$ cat src/rtl/ap_perf_pkg.sv
// Shared definitions for the ap_ctrl handshake performance monitor.
//   - read-port register indices
//   - status word bit positions
//   - start-tracker state encoding
//   - saturating increment used by every event counter
package ap_perf_pkg;

    localparam logic [2:0] REG_TXN   = 3'd0;
    localparam logic [2:0] REG_LAST  = 3'd1;
    localparam logic [2:0] REG_MIN   = 3'd2;
    localparam logic [2:0] REG_MAX   = 3'd3;
    localparam logic [2:0] REG_II    = 3'd4;
    localparam logic [2:0] REG_STALL = 3'd5;
    localparam logic [2:0] REG_STAT  = 3'd6;
    localparam logic [2:0] REG_TS    = 3'd7;

    localparam int ST_OVF = 0;
    localparam int ST_UNF = 1;
    localparam int ST_OCC = 2;

    typedef enum logic {ARMED, WAIT_RDY} trk_e;

    // Increment v, sticking at the all-ones value of a w-bit counter (w <= 64).
    function automatic logic [63:0] sat_inc(input logic [63:0] v, input int unsigned w);
        logic [63:0] lim;
        lim = (w >= 64) ? '1 : ((64'd1 << w) - 64'd1);
        return (v >= lim) ? v : v + 64'd1;
    endfunction

endpackage

$ cat src/rtl/ap_ctrl_ts_fifo.sv
// Per-channel timestamp FIFO: DEPTH entries of W bits held in registers.
// Ports:
//   clock, reset       rising-edge clock, async active-high reset
//   clear              synchronous flush (wins over push/pop)
//   push, din          write request and data; dropped when full unless popping
//   pop, dout          read request and head entry (dout is the current head)
//   full, empty, count occupancy status
module ap_ctrl_ts_fifo
    import ap_perf_pkg::*;
#(
    parameter int DEPTH = 4,
    parameter int W     = 32
) (
    input  logic                     clock,
    input  logic                     reset,
    input  logic                     clear,
    input  logic                     push,
    input  logic                     pop,
    input  logic [W-1:0]             din,
    output logic [W-1:0]             dout,
    output logic                     full,
    output logic                     empty,
    output logic [$clog2(DEPTH):0]   count
);
    localparam int AW = $clog2(DEPTH);

    logic [W-1:0]  mem [DEPTH];
    logic [AW-1:0] wptr, rptr;
    logic          do_push, do_pop;

    assign full    = (count == (AW+1)'(DEPTH));
    assign empty   = (count == '0);
    // A pop frees the slot the same cycle, so a full FIFO still takes a push.
    assign do_push = push & (~full | pop);
    assign do_pop  = pop & ~empty;
    assign dout    = mem[rptr];

    always_ff @(posedge clock) begin
        if (do_push && !clear) mem[wptr] <= din;
    end

    always_ff @(posedge clock or posedge reset) begin
        if (reset) begin
            wptr  <= '0;
            rptr  <= '0;
            count <= '0;
        end else if (clear) begin
            wptr  <= '0;
            rptr  <= '0;
            count <= '0;
        end else begin
            if (do_push) wptr <= wptr + 1'b1;
            if (do_pop)  rptr <= rptr + 1'b1;
            if (do_push && !do_pop)      count <= count + 1'b1;
            else if (do_pop && !do_push) count <= count - 1'b1;
        end
    end

endmodule

$ cat src/rtl/ap_ctrl_perf_monitor.sv
// On-chip performance monitor for ap_ctrl_hs / ap_ctrl_chain handshakes.
// Per channel: transaction count, latency (last/min/max), start interval and
// downstream stall cycles; start timestamps of in-flight transactions are
// queued so pipelined (overlapping) transactions are paired in order.
// Ports:
//   clock, reset                 rising-edge clock, async active-high reset
//   ap_start/ap_ready/ap_done/ap_continue   per-channel handshake taps
//   finish                       freeze statistics while high
//   clear                        synchronous zeroing of stats, FIFOs and flags
//   rd_en, rd_ch, rd_reg         read request
//   rd_valid, rd_data            registered read response (1 cycle)
module ap_ctrl_perf_monitor
    import ap_perf_pkg::*;
#(
    parameter int NUM_CH = 4,
    parameter int CNT_W  = 32,
    parameter int DEPTH  = 4
) (
    input  logic                                   clock,
    input  logic                                   reset,
    input  logic [NUM_CH-1:0]                      ap_start,
    input  logic [NUM_CH-1:0]                      ap_ready,
    input  logic [NUM_CH-1:0]                      ap_done,
    input  logic [NUM_CH-1:0]                      ap_continue,
    input  logic                                   finish,
    input  logic                                   clear,
    input  logic                                   rd_en,
    input  logic [(NUM_CH>1 ? $clog2(NUM_CH) : 1)-1:0] rd_ch,
    input  logic [2:0]                             rd_reg,
    output logic                                   rd_valid,
    output logic [CNT_W-1:0]                       rd_data
);
    localparam int AW = $clog2(DEPTH);

    logic [CNT_W-1:0] ts;
    logic [NUM_CH-1:0][CNT_W-1:0] txn_a, last_a, min_a, max_a, ii_a, stall_a, stat_a;
    logic [CNT_W-1:0] rd_mux;

    always_ff @(posedge clock or posedge reset) begin
        if (reset) ts <= '0;
        else       ts <= ts + 1'b1;
    end

    for (genvar c = 0; c < NUM_CH; c++) begin : g_ch
        trk_e             st_q, st_d;
        logic [CNT_W-1:0] hold_ts, acc_ts, head, lat, prev_ts;
        logic [CNT_W-1:0] txn, last_lat, min_lat, max_lat, last_ii, stall;
        logic             acc, done, bypass, lat_vld, has_prev, ovf, unf;
        logic             f_full, f_empty;
        logic [AW:0]      occ;
        logic [CNT_W-1:0] st_w;

        // Start tracker: an accept is start+ready, possibly ready arriving
        // later than start; the timestamp is that of the rising start.
        always_ff @(posedge clock or posedge reset) begin
            if (reset) begin
                st_q    <= ARMED;
                hold_ts <= '0;
            end else begin
                st_q <= st_d;
                if (st_q == ARMED && ap_start[c] && !ap_ready[c]) hold_ts <= ts;
            end
        end

        always_comb begin
            st_d   = st_q;
            acc    = 1'b0;
            acc_ts = ts;
            case (st_q)
                ARMED: begin
                    if (ap_start[c]) begin
                        if (ap_ready[c]) acc  = 1'b1;
                        else             st_d = WAIT_RDY;
                    end
                end
                default: begin
                    if (ap_ready[c]) begin
                        acc    = 1'b1;
                        acc_ts = hold_ts;
                        st_d   = ARMED;
                    end else if (!ap_start[c]) begin
                        st_d = ARMED;
                    end
                end
            endcase
        end

        assign done    = ap_done[c] & ap_continue[c];
        // Accept and done in one cycle with nothing queued: the transaction
        // never touches the FIFO and its latency is measured directly.
        assign bypass  = acc & done & f_empty;
        assign lat_vld = done & (~f_empty | acc);
        assign lat     = ts - (bypass ? acc_ts : head);

        ap_ctrl_ts_fifo #(.DEPTH(DEPTH), .W(CNT_W)) u_fifo (
            .clock (clock),
            .reset (reset),
            .clear (clear),
            .push  (acc & ~bypass),
            .pop   (done),
            .din   (acc_ts),
            .dout  (head),
            .full  (f_full),
            .empty (f_empty),
            .count (occ)
        );

        always_ff @(posedge clock or posedge reset) begin
            if (reset) begin
                txn <= '0; last_lat <= '0; min_lat <= '1; max_lat <= '0;
                last_ii <= '0; stall <= '0; prev_ts <= '0; has_prev <= 1'b0;
                ovf <= 1'b0; unf <= 1'b0;
            end else if (clear) begin
                txn <= '0; last_lat <= '0; min_lat <= '1; max_lat <= '0;
                last_ii <= '0; stall <= '0; prev_ts <= '0; has_prev <= 1'b0;
                ovf <= 1'b0; unf <= 1'b0;
            end else if (!finish) begin
                if (acc) begin
                    txn      <= CNT_W'(sat_inc(64'(txn), CNT_W));
                    if (has_prev) last_ii <= acc_ts - prev_ts;
                    prev_ts  <= acc_ts;
                    has_prev <= 1'b1;
                    if (f_full && !done) ovf <= 1'b1;
                end
                if (lat_vld) begin
                    last_lat <= lat;
                    if (lat < min_lat) min_lat <= lat;
                    if (lat > max_lat) max_lat <= lat;
                end
                if (ap_done[c] && !ap_continue[c]) stall <= CNT_W'(sat_inc(64'(stall), CNT_W));
                if (done && f_empty && !acc) unf <= 1'b1;
            end
        end

        always_comb begin
            st_w = '0;
            st_w[ST_OVF] = ovf;
            st_w[ST_UNF] = unf;
            st_w[ST_OCC +: AW+1] = occ;
        end

        assign txn_a[c]   = txn;
        assign last_a[c]  = last_lat;
        assign min_a[c]   = min_lat;
        assign max_a[c]   = max_lat;
        assign ii_a[c]    = last_ii;
        assign stall_a[c] = stall;
        assign stat_a[c]  = st_w;
    end

    always_comb begin
        rd_mux = '0;
        if (int'(rd_ch) < NUM_CH) begin
            case (rd_reg)
                REG_TXN:   rd_mux = txn_a[rd_ch];
                REG_LAST:  rd_mux = last_a[rd_ch];
                REG_MIN:   rd_mux = min_a[rd_ch];
                REG_MAX:   rd_mux = max_a[rd_ch];
                REG_II:    rd_mux = ii_a[rd_ch];
                REG_STALL: rd_mux = stall_a[rd_ch];
                REG_STAT:  rd_mux = stat_a[rd_ch];
                REG_TS:    rd_mux = ts;
                default:   rd_mux = '0;
            endcase
        end
    end

    always_ff @(posedge clock or posedge reset) begin
        if (reset) begin
            rd_valid <= 1'b0;
            rd_data  <= '0;
        end else begin
            rd_valid <= rd_en;
            if (rd_en) rd_data <= rd_mux;
        end
    end

endmodule

$ cat config.mk
export PLATFORM = sky130hd
export DESIGN_NAME = ap_ctrl_perf_monitor
export DESIGN_NICKNAME = d
export VERILOG_FILES = /design/src/rtl/ap_perf_pkg.sv /design/src/rtl/ap_ctrl_ts_fifo.sv /design/src/rtl/ap_ctrl_perf_monitor.sv
export SDC_FILE = /design/constraint.sdc
export NUM_CORES = 2
export LEC_CHECK = 0
export CORE_MARGIN = 10
export CORE_UTILIZATION = 65
export CTS_CLUSTER_SIZE = 24
export DETAILED_ROUTE_END_ITERATION = 10
export PLACE_DENSITY = 0.85
export SLEW_MARGIN = 20
export SYNTH_ARGS = -nofsm -noshare
export SYNTH_HDL_FRONTEND = slang
export SYNTH_HIERARCHICAL = 1
export SYNTH_SLANG_ARGS = --single-unit
$ cat constraint.sdc
create_clock -name clock -period 64.3 [get_ports clock]
set_input_delay 12.86 -clock clock [delete_from_list [all_inputs] [get_ports clock]]
set_output_delay 12.86 -clock clock [all_outputs]
set_load 0.05 [all_outputs]
==> insert_results.sql <==
INSERT INTO impl_metrics (metric_group, metric, value, unit) VALUES
('finish', 'filler_cells_inserted', '9983', ''),
('min_path', 'min_delay_startpoint', 'g_ch[3].last_ii[12]', ''),
('die', 'pin_count', '59', ''),
('pwr', 'power_density', '30.6', 'mW/mm^2'),
('synthesis', 'syn-num-nets', '9524', ''),
('die', 'floorplan.die.height', '402', 'um'),
('sta', 'finalHoldViolations', '0', ''),
('synthesis', 'synthesis.area_per_instance', '10.6', 'sq um'),
('pwr', 'power.total', '0.00318', 'W'),
('pwr', 'static-leakage-power', '45.3', 'nW'),
('placed_design', 'finalWeightedCongestion', '1.08', ''),
('placed_design', 'dp.final_hpwl', '249000', 'um'),
('finish', 'final_core_utilization', '0.715', ''),
('clock_network', 'clock-sinks', '1645', ''),
('clock_network', 'ctsHoldBuffers', '0', ''),
('critical_path', 'critPathMaxFanout', '64', ''),
('sta', 'final_max_tran_viols', '0', ''),
('clock_network', 'htreeDepth', '4', ''),
('critical_path', 'critical_path_data_arrival_time', '20890', 'ps'),
('critical_path', 'reg2reg_to', 'g_ch[3].min_lat[25]', ''),
('sta', 'timing.final.crit_share', '0.314', ''),
('critical_path', 'endpoint_type_of_the_worst_setup_path', 'register', ''),
('critical_path', 'timing.critical_path.required', '65020', 'ps'),
('pwr', 'ir_drop', '0.0369', 'mV'),
('grt', 'grt_antenna_before_repair', '48', ''),
('min_path', 'hold_path_end', 'g_ch[3].last_ii[12]', ''),
('sta', 'final-setup-viol-count', '0', ''),
('route', 'final_antenna_net_count', '0', ''),
('route', 'route.detailed.vias_per_inst', '6.90', ''),
('synthesis', 'synth.ff_latch_count', '1645', ''),
('critical_path', 'start_kind', 'primary input', ''),
('clock_network', 'clkTransAtPathRegs', '60', 'ps'),
('synthesis', 'synth-seq-area-share', '0.463', ''),
('finish', 'finalNetCount', '9483', ''),
('sta', 'clock.fmax', '0.0496', 'GHz'),
('die', 'die_width', '402', 'um'),
('route', 'remaining_drc_errors', '0', ''),
('synthesis', 'proportion_of_register_bits_with_asynchronous_set_or_reset_after_synthesis', '0.689', ''),
('synthesis', 'synth.yosys.warnings', '6', ''),
('job', 'drv.max_cap_violation_count', '0', ''),
('finish', 'sequential_cell_area', '0.0439', 'sq mm'),
('critical_path', 'slowest_stage', 'sky130_fd_sc_hd__a311oi_1', ''),
('grt', 'global_route.overflow_total', '0', ''),
('clock_network', 'clkLatencyLatePin', '830', 'ps'),
('finish', 'share_of_layout_cells_above_drive_strength_1', '0.134', ''),
('die', 'fp.coreArea', '0.145', 'sq mm'),
('synthesis', 'synth_area', '0.0948', 'sq mm'),
('clock_network', 'postCtsResizedCells', '0', ''),
('critical_path', 'rrSetupSlack', '55300', 'ps'),
('die', 'fp-row-count', '140', ''),
('finish', 'top_library_cells_by_usage_in_the_layout_fill_and_taps_aside', '1001 x sky130_fd_sc_hd__dfrtp_1, 884 x sky130_fd_sc_hd__nand2_1, 721 x sky130_fd_sc_hd__inv_1, 677 x sky130_fd_sc_hd__nor2_1, 525 x sky130_fd_sc_hd__ha_1', ''),
('outcome', 'outcome', 'finished, final reports clean', ''),
('synthesis', 'synthesis.instances', '8961', ''),
('critical_path', 'timing.critical_path.max_delay_family', 'compound AO/OA/AOI/OAI gates', ''),
('synthesis', 'post_synth_num_cell_types', '101', ''),
('grt', 'first_pass_grt_wire_length', '497000', 'um'),
('critical_path', 'critPathMaxStageDelay', '800', 'ps'),
('finish', 'multi_input_area', '0.0468', 'sq mm'),
('clock_network', 'cts_setup_buffers', '0', ''),
('clock_network', 'cts_tree', 'yes', ''),
('grt', 'grt_use_total', '0.416', ''),
('route', 'routed_wire_length_per_instance', '31.0', 'um'),
('critical_path', 'r2r_cells', '26', ''),
('sta', 'final.min_clock_period', '20170', 'ps'),
('sta', 'max_slew.worst_pin.slew', '1300', 'ps'),
('route', 'postRouteWirelength', '342000', 'um'),
('finish', 'syn2layout_area_growth', '9.49', '%'),
('die', 'die-area', '0.161', 'sq mm'),
('critical_path', 'critical_path.n_buffers_inverters', '4', ''),
('sta', 'relative_slew_slack', '0.126', ''),
('grt', 'first_global_vias', '73024', '');
flip-flops by register name, summed over array words and instances (netlist names), 12 cells and up:
register           flops
g_ch.last_ii         128
g_ch.last_lat        128
g_ch.u_fifo/count     12
g_ch.hold_ts         128
g_ch.stall           128
rd_data               32
g_ch.min_lat         128
ts                    32
g_ch.u_fifo/mem      512
g_ch.prev_ts         128
g_ch.txn             128
g_ch.max_lat         128
worst reg2reg max path, cell delays in order, from the launching register on:
cell,delay (ps)
sky130_fd_sc_hd__dfrtp_1,710
sky130_fd_sc_hd__nor3_1,420
sky130_fd_sc_hd__buf_4,280
sky130_fd_sc_hd__nand3_1,330
sky130_fd_sc_hd__nor2_4,220
sky130_fd_sc_hd__buf_4,480
sky130_fd_sc_hd__nor2_1,150
sky130_fd_sc_hd__a21oi_1,220
sky130_fd_sc_hd__ha_1,220
sky130_fd_sc_hd__inv_1,60
sky130_fd_sc_hd__fa_1,400
sky130_fd_sc_hd__a21o_1,200
sky130_fd_sc_hd__a311oi_1,390
sky130_fd_sc_hd__o41ai_1,160
sky130_fd_sc_hd__a211oi_1,470
sky130_fd_sc_hd__nor2_1,180
sky130_fd_sc_hd__a31o_2,320
sky130_fd_sc_hd__a311oi_1,800
sky130_fd_sc_hd__ha_1,390
sky130_fd_sc_hd__a21o_1,170
sky130_fd_sc_hd__a21oi_1,160
sky130_fd_sc_hd__nor2_1,50
sky130_fd_sc_hd__a2111oi_0,760
sky130_fd_sc_hd__nand3_2,580
sky130_fd_sc_hd__buf_4,450
sky130_fd_sc_hd__a21oi_1,190
sky130_fd_sc_hd__o21ai_0,120
worst max path at each step:
stage / from / to / slack [ps] / cells past startpoint
3_5_place_dp: ap_ready[3] / g_ch[3].min_lat[25] / 43490 / 25
6_report: ap_ready[3] / g_ch[3].min_lat[25] / 44130 / 25
2_1_floorplan: reset / g_ch[0].has_prev / 20540 / 1
5_1_grt: ap_continue[3] / g_ch[3].min_lat[31] / 43680 / 25
4_1_cts: ap_ready[3] / g_ch[3].min_lat[24] / 44300 / 25
3_3_place_gp: ap_ready[0] / g_ch[0].max_lat[16] / 43750 / 26
cell usage after synthesis, types with 24 or more instances:
cell                       number  share of area
sky130_fd_sc_hd__nand3_1      200          0.011
sky130_fd_sc_hd__o211ai_1     117         0.0093
sky130_fd_sc_hd__a21oi_1      486          0.026
sky130_fd_sc_hd__inv_1        723          0.029
sky130_fd_sc_hd__mux4_2       327          0.078
sky130_fd_sc_hd__a31oi_1       45         0.0030
sky130_fd_sc_hd__a22o_1        40         0.0037
sky130_fd_sc_hd__buf_1         53         0.0021
sky130_fd_sc_hd__o21ai_0      498          0.026
sky130_fd_sc_hd__o21bai_1      41         0.0032
sky130_fd_sc_hd__xnor2_1      223          0.021
sky130_fd_sc_hd__mux2i_1      254          0.027
sky130_fd_sc_hd__nor4_1        32         0.0021
sky130_fd_sc_hd__dfrtp_1     1005           0.27
sky130_fd_sc_hd__a22oi_1       24         0.0019
sky130_fd_sc_hd__nor2b_1       57         0.0038
sky130_fd_sc_hd__nand4_1      125         0.0083
sky130_fd_sc_hd__nor3b_1       24         0.0019
sky130_fd_sc_hd__xor2_1       212          0.020
sky130_fd_sc_hd__nand2b_1      56         0.0037
sky130_fd_sc_hd__nor3_1        96         0.0051
sky130_fd_sc_hd__mux2_2       162          0.019
sky130_fd_sc_hd__dfstp_2      128          0.035
sky130_fd_sc_hd__nand2_1      888          0.035
sky130_fd_sc_hd__o21a_1        37         0.0029
sky130_fd_sc_hd__buf_2         44         0.0023
sky130_fd_sc_hd__nor2_1       688          0.027
sky130_fd_sc_hd__clkbuf_1     348          0.014
sky130_fd_sc_hd__o31ai_1       68         0.0054
sky130_fd_sc_hd__ha_1         525          0.069
sky130_fd_sc_hd__or3_1         82         0.0054
sky130_fd_sc_hd__and3_1        81         0.0053
sky130_fd_sc_hd__edfxtp_1     512           0.16
sky130_fd_sc_hd__a21o_1       205          0.016
sky130_fd_sc_hd__and4_1        39         0.0036
sky130_fd_sc_hd__a211oi_1     183          0.014
routing by layer:
layer | part of all wire | track usage | vias to the layer above
met3 | 0.13 | 0.137 | 1088
met5 | 0.00068 | 0 | -
met2 | 0.42 | 0.596 | 4979
met1 | 0.36 | 0.533 | 37509
met4 | 0.089 | 0.292 | 38
li1 | - | - | 32283
final cells by class:
| class | instances | share of cell area |
|---|---|---|
| multi-input cells | 6139 | 0.451 |
| flip-flops and latches | 1645 | 0.423 |
| clock buffers | 236 | 0.0461 |
| inverters | 724 | 0.0263 |
| well taps | 1917 | 0.0231 |
| repair buffers | 238 | 0.0191 |
| clock inverters | 90 | 0.0115 |
| diodes | 17 | 0.000410 |
through the flow:
stage               std cells  worst slack (ps)  cell area (sq um)
floorplan                8961             20540              94800
finish                  11006             44130             104000
CTS                     10986             44300             104000
global placement        10660             43750              97700
global route            10989             43680             104000
detailed placement      10660             43490              97700
cell families (layout without fill, tap and decap cells):
| group | Yosys count | in the layout | share of synthesized area |
|---|---|---|---|
| compound gates | 1966 | 1966 | 0.134 |
| xor+xnor | 435 | 435 | 0.0402 |
| fa+ha+maj | 537 | 537 | 0.0718 |
| buf+inv | 1177 | 1288 | 0.0477 |
| flops | 1645 | 1645 | 0.463 |
| mux | 747 | 747 | 0.124 |
| other cells | 0 | 17 | 0 |
| simple gates | 2454 | 2454 | 0.119 |
where the power goes:
part           switching [W]  internal [W]  total (W)
clock               0.000454      0.000605    0.00106
combinational       0.000557      0.000312   0.000870
sequential         0.0000898       0.00116    0.00125
(Power assumes the default switching activity.)
